===== config.mk =====
export PLATFORM = sky130hd
export DESIGN_NAME = alu_issue_stage
export DESIGN_NICKNAME = d
export VERILOG_FILES = /design/src/rtl/alu_pkg.sv /design/src/rtl/alu_ctrl_dec.sv /design/src/rtl/alu_issue_stage.sv
export SDC_FILE = /design/constraint.sdc
export NUM_CORES = 1
export LEC_CHECK = 0
export BUFFER_PORTS_ARGS = -buffer_cell sky130_fd_sc_hd__buf_4
export CAP_MARGIN = 20
export CORE_MARGIN = 1
export CORE_UTILIZATION = 43
export DETAILED_ROUTE_END_ITERATION = 16
export HOLD_SLACK_MARGIN = 0.02
export MAX_ROUTING_LAYER = met4
export PLACE_DENSITY = 0.86
export SYNTH_ARGS = -nofsm -noshare
export SYNTH_HDL_FRONTEND = slang
export SYNTH_SLANG_ARGS = --single-unit

===== constraint.sdc =====
create_clock -name clk -period 1.4 [get_ports clk]
set_clock_uncertainty 0.2 [all_clocks]
set_input_delay 0.07 -clock clk [delete_from_list [all_inputs] [get_ports clk]]
set_output_delay 0.07 -clock clk [all_outputs]
set_load 0.02 [all_outputs]

===== src/rtl/alu_pkg.sv =====
// Shared ALU encodings and the S1 pipeline entry used by the issue stage.
package alu_pkg;

    localparam logic [3:0] ALU_AND = 4'b0000;
    localparam logic [3:0] ALU_OR  = 4'b0001;
    localparam logic [3:0] ALU_ADD = 4'b0010;
    localparam logic [3:0] ALU_SUB = 4'b0110;
    localparam logic [3:0] ALU_SLT = 4'b0111;
    localparam logic [3:0] ALU_NOR = 4'b1100;

    localparam logic [1:0] ALUOP_ADD   = 2'b00;
    localparam logic [1:0] ALUOP_SUB   = 2'b01;
    localparam logic [1:0] ALUOP_FUNCT = 2'b10;
    localparam logic [1:0] ALUOP_SLT   = 2'b11;

    localparam logic [5:0] FUNCT_ADD = 6'h20;
    localparam logic [5:0] FUNCT_SUB = 6'h22;
    localparam logic [5:0] FUNCT_AND = 6'h24;
    localparam logic [5:0] FUNCT_OR  = 6'h25;
    localparam logic [5:0] FUNCT_NOR = 6'h27;
    localparam logic [5:0] FUNCT_SLT = 6'h2A;

    // Everything S1 hands the ALU plus the decode flags that ride along to S2.
    typedef struct packed {
        logic [31:0] src1;
        logic [31:0] src2;
        logic [3:0]  ctrl;
        logic        illegal;
        logic        is_addsub;
    } s1_entry_t;

endpackage


===== src/rtl/alu_ctrl_dec.sv =====
// Combinational MIPS ALUOp/funct decode into the 4-bit ALU control word.
module alu_ctrl_dec
    import alu_pkg::*;
(
    input  logic [1:0] aluop,
    input  logic [5:0] funct,
    output logic [3:0] ctrl,
    output logic       illegal,
    output logic       is_addsub
);

    always_comb begin
        ctrl      = ALU_AND;
        illegal   = 1'b0;
        is_addsub = 1'b0;
        case (aluop)
            ALUOP_ADD: ctrl = ALU_ADD;
            ALUOP_SUB: ctrl = ALU_SUB;
            ALUOP_SLT: ctrl = ALU_SLT;
            default: begin
                case (funct)
                    FUNCT_ADD: begin ctrl = ALU_ADD; is_addsub = 1'b1; end
                    FUNCT_SUB: begin ctrl = ALU_SUB; is_addsub = 1'b1; end
                    FUNCT_AND: ctrl = ALU_AND;
                    FUNCT_OR:  ctrl = ALU_OR;
                    FUNCT_NOR: ctrl = ALU_NOR;
                    FUNCT_SLT: ctrl = ALU_SLT;
                    default:   illegal = 1'b1;
                endcase
            end
        endcase
    end

endmodule


===== src/rtl/alu_issue_stage.sv =====
// Two-stage issue/writeback wrapper around an external combinational ALU.
// Optional overflow trap and sticky trap_seen port: define ALU_ISSUE_OVF_TRAP_EN.
module alu_issue_stage
    import alu_pkg::*;
#(
    parameter int TAG_W = 5
) (
    input  logic             clk,
    input  logic             rst,
    input  logic             in_valid,
    output logic             in_ready,
    input  logic [31:0]      in_src1,
    input  logic [31:0]      in_src2,
    input  logic [1:0]       in_aluop,
    input  logic [5:0]       in_funct,
    input  logic [TAG_W-1:0] in_tag,
    output logic [31:0]      alu_src1,
    output logic [31:0]      alu_src2,
    output logic [3:0]       alu_ctrl,
    input  logic [31:0]      alu_result,
    input  logic             alu_zero,
    input  logic             alu_cout,
    input  logic             alu_overflow,
    output logic             out_valid,
    input  logic             out_ready,
    output logic [31:0]      out_result,
    output logic             out_zero,
    output logic             out_cout,
    output logic             out_ovf,
    output logic [TAG_W-1:0] out_tag,
    output logic             out_we,
    output logic             out_illegal,
    output logic             out_trap
`ifdef ALU_ISSUE_OVF_TRAP_EN
    , output logic           trap_seen
`endif
);

    logic [3:0]       dec_ctrl;
    logic             dec_illegal;
    logic             dec_addsub;

    s1_entry_t        s1_q;
    logic [TAG_W-1:0] s1_tag;
    logic             s1_valid;

    logic             s2_valid;
    logic [31:0]      s2_result;
    logic             s2_zero;
    logic             s2_cout;
    logic             s2_ovf;
    logic             s2_illegal;
    logic [TAG_W-1:0] s2_tag;

    logic             s2_free;
    logic             advance;
    logic             accept;

    alu_ctrl_dec u_dec (
        .aluop     (in_aluop),
        .funct     (in_funct),
        .ctrl      (dec_ctrl),
        .illegal   (dec_illegal),
        .is_addsub (dec_addsub)
    );

    // Handshake: a transfer happens on a rising edge where valid & ready are both
    // high; a producer holds valid and its payload steady until that edge.
    // in_ready looks straight through to out_ready, so a drain frees S1 in the
    // same cycle (no skid buffer).
    assign s2_free  = ~s2_valid | out_ready;
    assign advance  = s1_valid & s2_free;
    assign in_ready = ~s1_valid | s2_free;
    assign accept   = in_valid & in_ready;

    always_ff @(posedge clk) begin
        if (rst) begin
            s1_valid <= 1'b0;
            s1_q     <= '0;
            s1_tag   <= '0;
        end else begin
            if (accept) begin
                s1_q.src1      <= in_src1;
                s1_q.src2      <= in_src2;
                s1_q.ctrl      <= dec_ctrl;
                s1_q.illegal   <= dec_illegal;
                s1_q.is_addsub <= dec_addsub;
                s1_tag         <= in_tag;
                s1_valid       <= 1'b1;
            end else if (advance) begin
                s1_valid <= 1'b0;
            end
        end
    end

    // S1 data is left untouched when empty, so the ALU inputs hold their last values.
    assign alu_src1 = s1_q.src1;
    assign alu_src2 = s1_q.src2;
    assign alu_ctrl = s1_q.ctrl;

    always_ff @(posedge clk) begin
        if (rst) begin
            s2_valid   <= 1'b0;
            s2_result  <= '0;
            s2_zero    <= 1'b0;
            s2_cout    <= 1'b0;
            s2_ovf     <= 1'b0;
            s2_illegal <= 1'b0;
            s2_tag     <= '0;
        end else begin
            if (advance) begin
                s2_result  <= alu_result;
                s2_zero    <= alu_zero;
                s2_cout    <= alu_cout;
                s2_ovf     <= alu_overflow;
                s2_illegal <= s1_q.illegal;
                s2_tag     <= s1_tag;
                s2_valid   <= 1'b1;
            end else if (out_ready) begin
                s2_valid <= 1'b0;
            end
        end
    end

`ifdef ALU_ISSUE_OVF_TRAP_EN
    logic s2_trap;

    // Only R-type add/sub trap; aluop-driven arithmetic (address calc, branches) never does.
    always_ff @(posedge clk) begin
        if (rst) begin
            s2_trap   <= 1'b0;
            trap_seen <= 1'b0;
        end else begin
            if (advance) begin
                s2_trap <= s1_q.is_addsub & alu_overflow;
            end
            if (s2_valid & out_ready & s2_trap) begin
                trap_seen <= 1'b1;
            end
        end
    end

    assign out_trap = s2_trap;
`else
    logic unused_is_addsub;
    assign unused_is_addsub = s1_q.is_addsub;
    assign out_trap         = 1'b0;
`endif

    assign out_valid   = s2_valid;
    assign out_result  = s2_result;
    assign out_zero    = s2_zero;
    assign out_cout    = s2_cout;
    assign out_ovf     = s2_ovf;
    assign out_tag     = s2_tag;
    assign out_illegal = s2_illegal;
    assign out_we      = s2_valid & ~s2_illegal & ~out_trap;

endmodule


---- Word-level counts from Yosys, hierarchy flattened ----
Cells that the tools add are included.
word-level totals
  input port bits ......................... 116
  bits in registers ....................... 117
  output and inout bits ................... 113
  word-level logic and storage cells ...... 42
operators by class
  equal/unequal tests ..................... 8
  mux-type cells .......................... 8
  bitwise gates (word level) .............. 8
  reduce and logical (&&, ||, !) cells .... 5
operators with widths
  kind                                                             count
  6-bit == test, second input constant                             6
  4-bit one-hot mux with 5 select lines                            1
  4-bit one-hot mux with 3 select lines                            1
  1-bit two-way mux                                                6
  6-bit OR reduction                                               1
  2-bit nonzero test                                               2
  1-bit AND                                                        3
  1-bit inverter                                                   3
  3-bit OR reduction                                               1
  2-bit by 1-bit == test with 1-bit output, second input constant  1
  2-bit == test, second input constant                             1
  2-bit logical NOT                                                1
  1-bit OR                                                         2

---- Depth between registers and ports, before layout ----
Gate-level depths: netlist of the first run.
  word-level depth ........................ 5
  gate-level depth with buffers ........... 7
  gate-level depth less buffers ........... 4

---- By module ----
Synthesis of the first run repeated with hierarchy kept, for this count alone.
second synthesis, totals
  cell total of the unflattened synthesis .. 606
  area, all modules ....................... 5569.1 um2
by module, submodules not included
  module           sequential area each (um2)  instances  cells an instance  area an instance (um2)
  alu_issue_stage  2342.2                      1          588                5449.0
  alu_ctrl_dec     0.0                         1          18                 120.1

---- Worst setup path after synthesis of the first run ----
Ideal clock, no wire load.
  path type ............................... register to register
  from .................................... register s2_valid, in the netlist out_valid
  to ...................................... register s1_q, in the netlist alu_src2[10]
  arrival time ............................ 1.138 ns
  clock period less this slack ............ 1.482 ns
  setup time .............................. 0.143 ns
  data required time ...................... 1.057 ns
  buffers on the path ..................... 2
  stages on the path, launching flop included .. 7
  path slack .............................. -0.082 ns
  cell sequence ........................... dfxtp_1 > and3b_4 > inv_4 > buf_8 > buf_8 > nand3_2 > a21oi_2
between the ends
  longest elaborated chain between the ends .. 4
RTL lines
  item                    RTL line                source
  start, declared         alu_issue_stage.sv:47   logic s2_valid;
  start signal, assigned  alu_issue_stage.sv:103  s2_valid <= 1'b0;
  start signal, assigned  alu_issue_stage.sv:118  s2_valid <= 1'b1;
  start signal, assigned  alu_issue_stage.sv:120  s2_valid <= 1'b0;
  1-bit inverter          alu_issue_stage.sv:71   assign s2_free = ~s2_valid | out_ready;
  1-bit OR                alu_issue_stage.sv:71
  1-bit OR                alu_issue_stage.sv:73   assign in_ready = ~s1_valid | s2_free;
  1-bit AND               alu_issue_stage.sv:74   assign accept = in_valid & in_ready;
  end, declared           alu_issue_stage.sv:43   s1_entry_t s1_q;
No other way between the ends.
A chain may end at the register's enable or synchronous reset.

---- Final worst setup path of the first run ----
  from .................................... register s2_valid, in the netlist out_valid
  to ...................................... register s2_result[10], in the netlist out_result[10]
between the ends
  longest elaborated chain between the ends .. 3
RTL lines
  item                  RTL line                source
  1-bit inverter        alu_issue_stage.sv:71
  1-bit OR              alu_issue_stage.sv:71
  1-bit AND             alu_issue_stage.sv:72   assign advance = s1_valid & s2_free;
  end signal, assigned  alu_issue_stage.sv:112  s2_result <= alu_result;
  end, declared         alu_issue_stage.sv:48   logic [31:0] s2_result;
No other way between the ends.

==> reports/metrics.cfg, run 1 <==
[timing]
hold_viol_final=0
worst_pin_slew_ns=0.7376
slew_viol_final=0
fmax_mhz=647.2
setup_violations=91
fin_crit_sh_pct=110.4
min_period_ns=1.545
hold-worst-slack_ns=0.02504
setup_ws_ns=-0.1452
rsz0062_at_grt=yes
slew_headroom_pct=50.67

[placed_design]
dpl.cell_count=904
gp_congestion=0.8019
port_buffers=227
hpwl_um=9726

[detailed_routing]
ant_nets=0
dr.pass1.iters=5
wl_um=19970
vias=5818
avgViaCountPerCell=5.448
drt_iter0_markers=483
drcViolationCount=0
wire_per_inst_um=18.70

[clocking]
clock_path_buffers=2
clock-sinks=117
cts.clk_slew.worst_paths_ns=0.06
cts_made_buffers=17
cts_root_buffer=clkbuf_16
clk_latency_ns=0.41
cts_htree_levels=4
cts_tree=built

[setup_path]
cp_data_required_time_ns=1.49
end_kind=flop
path_cells=buf_4 > nor2b_4 > buf_12 > clkbuf_16 > o21ai_2 > a21oi_1
worstPathMaxFanout=6
worst-path-buf-inv=3
r2r_slack_ns=-0.15
worst_ep_arrival_time_ns=1.64
path_class=flop to flop
cp_top_family=buffers and inverters
critical_path.max_stage_delay_ns=0.31
cpMaxStageDelayCell=dfxtp_2
cp-start-kind=flop

[grt]
antenna_found_initial=0
grt_max_degree=62
grt_pass1_vias=5639
overflow=0
grt_pass1_wl_um=28170
grt_usage_pct=28.67

[pwr]
clockPowerShare_pct=46.0
swShare_pct=24.88
p_leak_nw=3.759
internal_power_mw=7.465
switchingPower_mw=2.472
pwr-share-comb_pct=17.6
ir_drop_mv=0.8189
seqPwrFrac_pct=36.4
power.density_nw_per_um2=1114

[floorplanning]
die_y_um=114.2
fp-row-count=40
start_util_pct=44.50
die_x_um=114.2
die_area_um2=13040
core_area_um2=12160
pin_count=229

[synthesis]
ys.warnings.count=0
synth_nets=735
yosys_register_bits=117
synth.distinct_cells=34
avgSynthCellArea_um2=8.742
synthCells=619
syn_area_um2=5411
synth_seq_area_share_pct=43.28

[status]
violations=negative setup slack
status=complete, but fails checks

[final_layout]
multi_input_area_um2=2253
area_delta_synth_final_pct=64.90
fillers=815
drive_gt1_share_pct=42.00
seq_area_um2=2345
antenna_cells=0
fin_util_pct=73.37
nets=1003
finalNonFillerCells=1068

[min_path]
hold_class=primary input to flop

[flow_run]
maxCapViolations=0

## through the flow
| step | cell area [µm²] | power, mW | TNS, ns | worst slack, ns |
|---|---|---|---|---|
| floorplan | 5413 | 4.479 | 0 | 0.002649 |
| global placement | 6754 | 4.977 | 0 | 0.01768 |
| detailed placement | 6754 | 4.999 | -0.1682 | -0.03248 |
| CTS | 8646 | 9.827 | -3.091 | -0.1296 |
| global route | 8924 | 10.28 | -9.097 | -0.2307 |
| finish | 8924 | 9.937 | -3.064 | -0.1452 |
## power groups by stage
stage,sequential (mW),clock [mW],combinational [mW]
floorplan,3.71,0,0.766
global placement,3.66,0,1.32
detailed placement,3.67,0,1.33
CTS,3.60,4.61,1.61
global route,3.63,4.82,1.83
finish,3.62,4.57,1.74
## registers in the layout, summed over array words and instances (netlist names)
name         flops
out_illegal      1
s1_tag           5
out_result      32
alu_src1        32
s1_q             1
alu_src2        32
out_zero         1
out_ovf          1
out_cout         1
out_tag          5
alu_ctrl         4
out_valid        1
s1_valid         1
## timing repair
action,in CTS,in global routing
gates cloned,1,8
endpoints found under the hold margin,112,2
resized for setup,12,67
pin swaps,1,25
setup buffers,3,1
setup endpoints to repair,13,114
hold buffers,118,2
## area by class of cell
class | instances | share of cell area [%]
clock buffer | 23 | 5.244
inverter | 5 | 0.2944
tap | 168 | 2.356
clock inverter | 9 | 1.683
multi-input combinational | 365 | 25.25
timing repair buffer | 381 | 38.90
sequential | 117 | 26.28
## cells in the final DEF, fill, tap and decap left out, drive strengths merged, types with 2 or more instances in the layout
| cell | count |
|---|---|
| and3b | 2 |
| bufinv | 4 |
| clkbuf | 27 |
| nand3 | 112 |
| nor4bb | 3 |
| dfxtp | 117 |
| nand2b | 3 |
| inv | 5 |
| clkinv | 3 |
| buf | 257 |
| o21ai | 113 |
| clkinvlp | 2 |
| nor2 | 2 |
| nor2b | 3 |
| a21oi | 114 |
| and4b | 2 |
| dlygate4sd3 | 119 |
## cell usage after synthesis
cell       number  area share (%)
nand3_2        30             5.5
o21ai_0        49             4.5
inv_4           1            0.12
a22oi_1         1            0.14
and3b_4         1            0.23
nor4bb_1        3            0.55
a211oi_1        1            0.14
and4b_1         2            0.37
o311a_1         1            0.18
nand2b_1        3            0.35
buf_8           4             1.1
nor2b_1         3            0.35
nor2_1          2            0.14
o2111ai_1       1            0.16
o21ai_1        64             5.9
dfxtp_1       117              43
buf_6           9             1.9
a21oi_1        84             7.8
a21o_1          1            0.14
nand4_1         1            0.12
a31oi_1         1            0.12
nor3_1          1           0.092
buf_4          70             9.7
nand3_1        82             7.6
o32ai_1         1            0.16
inv_1           3            0.21
a21oi_2        30             4.9
buf_2          16             1.5
a311o_1         1            0.18
and3b_1         1            0.16
conb_1          1           0.069
clkbuf_1       32             2.2
buf_1           1           0.069
inv_2           1           0.069
## routing by layer
layer	up-vias	GRT usage, %	part of all wire [%]
met5	-	-	0
met4	0	15.84	4.0
met3	82	7.041	7.3
met2	354	48.81	51
met1	2719	30.59	38
li1	2663	-	-
## logic make-up (layout without fill, tap and decap cells)
logic type / count (synthesis) / count (layout) / share of synthesized area (%)
other cells: 1 / 1 / 0.06930
buf+inv: 137 / 418 / 16.86
compound gates: 235 / 235 / 24.30
flops: 117 / 117 / 43.28
simple gates: 129 / 129 / 15.49
## worst reg2reg max path: cells and delay by family (launching register included)
kind                   cells  cell delay [ns]
AOI/OAI and AO/OA          2             0.33
buffers and inverters      3             0.45
DFF                        1             0.31
and+or+nand+nor            1             0.14
## worst paths after layout
kind | from | endpoint | depth (start not counted)
setup reg to reg | out_valid$_SDFFE_PP0P_ | out_result[10]$_SDFFE_PP0P_ | 6
hold / removal | in_funct[1] | alu_ctrl[0]$_SDFFE_PP0P_ | 4
hold reg to reg | out_result[21]$_SDFFE_PP0P_ | out_result[21]$_SDFFE_PP0P_ | 2
setup / recovery | out_valid$_SDFFE_PP0P_ | out_result[10]$_SDFFE_PP0P_ | 6
(Power assumes the default switching activity.)
==> inputs of run 2 (changes only) <==
--- a/config.mk
+++ b/config.mk
@@ -5,7 +5,7 @@
 export SDC_FILE = /design/constraint.sdc
 export NUM_CORES = 1
 export LEC_CHECK = 0
-export BUFFER_PORTS_ARGS = -buffer_cell sky130_fd_sc_hd__buf_4
+export BUFFER_PORTS_ARGS = -buffer_cell sky130_fd_sc_hd__buf_2
 export CAP_MARGIN = 20
 export CORE_MARGIN = 1
 export CORE_UTILIZATION = 43
==> run 2 against run 1 <==
Net effect:
- clock power grew 6.8%
- first-iteration DRC count up 7.7%
- hold slack improved by 0.010 ns
- setup slack better by 0.0087 ns
- fmax increased by 0.57%
- the flow still finishes with violations (negative setup slack)
- largest cell class unchanged
- sequential share of layout area increased by 1.4 points
- critical endpoint is now alu_src1[2]$_SDFFE_PP0P_
- die area did not move
- register-to-register slack barely moved
- largest power group unchanged
- routed wire length is 6.2% lower
- final cell count shrank 0.66%
==> reports/metrics.cfg, run 2 (synthesis gave the netlist of run 1 again) <==
[final_layout]
drive_gt1_share_pct=44.57
seq_area_um2=2345
layout_commonest_cell=buf_2
fin_util_pct=69.77
final_cell_area_um2=8486
nets=996
antenna_cells=0
layout_common_cells=buf_2, dlygate4sd3_1, dfxtp_1
area_delta_synth_final_pct=56.81
multi_input_area_um2=2417
fillers=863

[detailed_routing]
ant_nets=0
drcViolationCount=0
wire_per_inst_um=17.66
wl_met2_um=9719
highest_layer=met4
drt_iter0_markers=520
wl_um=18740
wl_met1_um=6970
vias=5738
avgViaCountPerCell=5.408
dr.pass1.iters=5
wl_met3_um=1271

[setup_path]
path_class=flop to flop
reg2reg_depth=6
cpMostUsedCell=buf_12
worst_ep_arrival_time_ns=1.61
r2r_slack_ns=-0.14
critical_path.max_stage_delay_ns=0.32
r2r-end=alu_src1[2]$_SDFFE_PP0P_
reg2reg_from=out_valid$_SDFFE_PP0P_
end_kind=flop
cpMaxStageDelayCell=dfxtp_2
worstPathMaxFanout=9
path_cells=and3b_4 > buf_4 > buf_12 > buf_12 > o21ai_1 > a21oi_1
cp_data_required_time_ns=1.48
cp-start-kind=flop

[pwr]
ir_drop_mv=0.9479
power.density_nw_per_um2=1183
p_leak_nw=3.638
p_total_mw=10.04

[grt]
grt_usage_pct=27.87
grt_pass1_vias=5487
overflow=0
grt_pass1_wl_um=27410
grt_max_degree=74
antenna_found_initial=0

[flow_run]
maxCapViolations=0

[timing]
rsz0062_at_grt=yes
min_period_ns=1.537
fin_crit_sh_pct=109.8
fmax_mhz=650.8
hold-worst-slack_ns=0.03521
slew_viol_final=0
hold_viol_final=0
setup_violations=116
setup_ws_ns=-0.1365

[clocking]
cts.clk_slew.worst_paths_ns=0.05
clk_latency_ns=0.40
clock-sinks=117
cts_root_buffer=clkbuf_16
clock_path_buffers=2
cts_made_buffers=17
cts_htree_levels=4
cts_tree=built

[floorplanning]
pin_count=229
fp-row-count=40
core_area_um2=12160
die_x_um=114.2
die_y_um=114.2
die_area_um2=13040
start_util_pct=44.50

[placed_design]
hpwl_um=9306
port_buffers=227
post_dp_cell_area_um2=6203
pre_cts_ws_ns=-0.05961
gp_congestion=0.7623

[status]
violations=negative setup slack
status=complete, but fails checks

[min_path]
min_from=out_ready
hold_depth=5
whs_endpoint=out_illegal$_SDFFE_PP0P_
hold_class=primary input to flop

run 2: cell count changes in the layout (fill, tap and decap cells not counted), sizes merged:
| cell | change |
|---|---|
| clkinvlp | -1 |
| bufbuf | -1 |
| clkinv | -1 |
| bufinv | +1 |
| dlygate4sd3 | -3 |
| buf | -2 |
run 2: worst max path at each step:
stage / start / end / slack, ns
after floorplan: s1_valid$_SDFFE_PP0P_ / alu_src2[10]$_SDFFE_PP0P_ / 0.003
after global placement: out_valid$_SDFFE_PP0P_ / alu_src1[4]$_SDFFE_PP0P_ / -0.02
after detailed placement: s1_valid$_SDFFE_PP0P_ / out_result[1]$_SDFFE_PP0P_ / -0.06
after CTS: s1_valid$_SDFFE_PP0P_ / in_ready / -0.13
after global routing: out_valid$_SDFFE_PP0P_ / alu_src1[2]$_SDFFE_PP0P_ / -0.19
final: out_valid$_SDFFE_PP0P_ / alu_src1[2]$_SDFFE_PP0P_ / -0.14
run 2: layout make-up:
class,count,area share [%]
Sequential cell,117,27.63
Multi-Input combinational cell,365,28.49
Clock buffer,24,5.913
Tap cell,168,2.477
Inverter,5,0.3391
Timing Repair Buffer,374,33.18
Clock inverter,8,1.976
run 2: metal layers:
metal  up-vias  track usage [%]
met1      2692            29.48
met5         -                -
met4         0            14.63
met3        69            7.041
met2       318            47.96
li1       2659                -
run 2: metrics by stage:
step,instances,TNS [ns]
2_1_floorplan,619,0
3_3_place_gp,904,-0.3884
4_1_cts,1057,-5.427
6_report,1061,-7.999
3_5_place_dp,904,-1.570
5_1_grt,1061,-14.53
run 2: report_power, final:
group / leakage (nW) / internal (mW) / switching (mW) / total [mW]
registers: 0.962 / 3.51 / 0.109 / 3.62
clock network: 0.326 / 3.39 / 1.49 / 4.88
logic: 2.35 / 0.703 / 0.833 / 1.54
total: 3.64 / 7.61 / 2.43 / 10.0
run 2: what timing repair did:
| item | in CTS | in global routing |
|---|---|---|
| setup buffers | 7 | 0 |
| pin swaps | 1 | 1 |
| gates cloned | 0 | 3 |
| resized for setup | 56 | 29 |
| hold endpoints to repair | 116 | 2 |
| hold buffers | 115 | 2 |
| endpoints found under the setup margin | 86 | 118 |
run 2: critical path, delay by kind of cell, from the launching register on:
family	cells	cell delay, ns
flip-flops	1	0.32
buffers and inverters	3	0.45
AND/OR/NAND/NOR	1	0.21
AO/OA/AOI/OAI	2	0.22
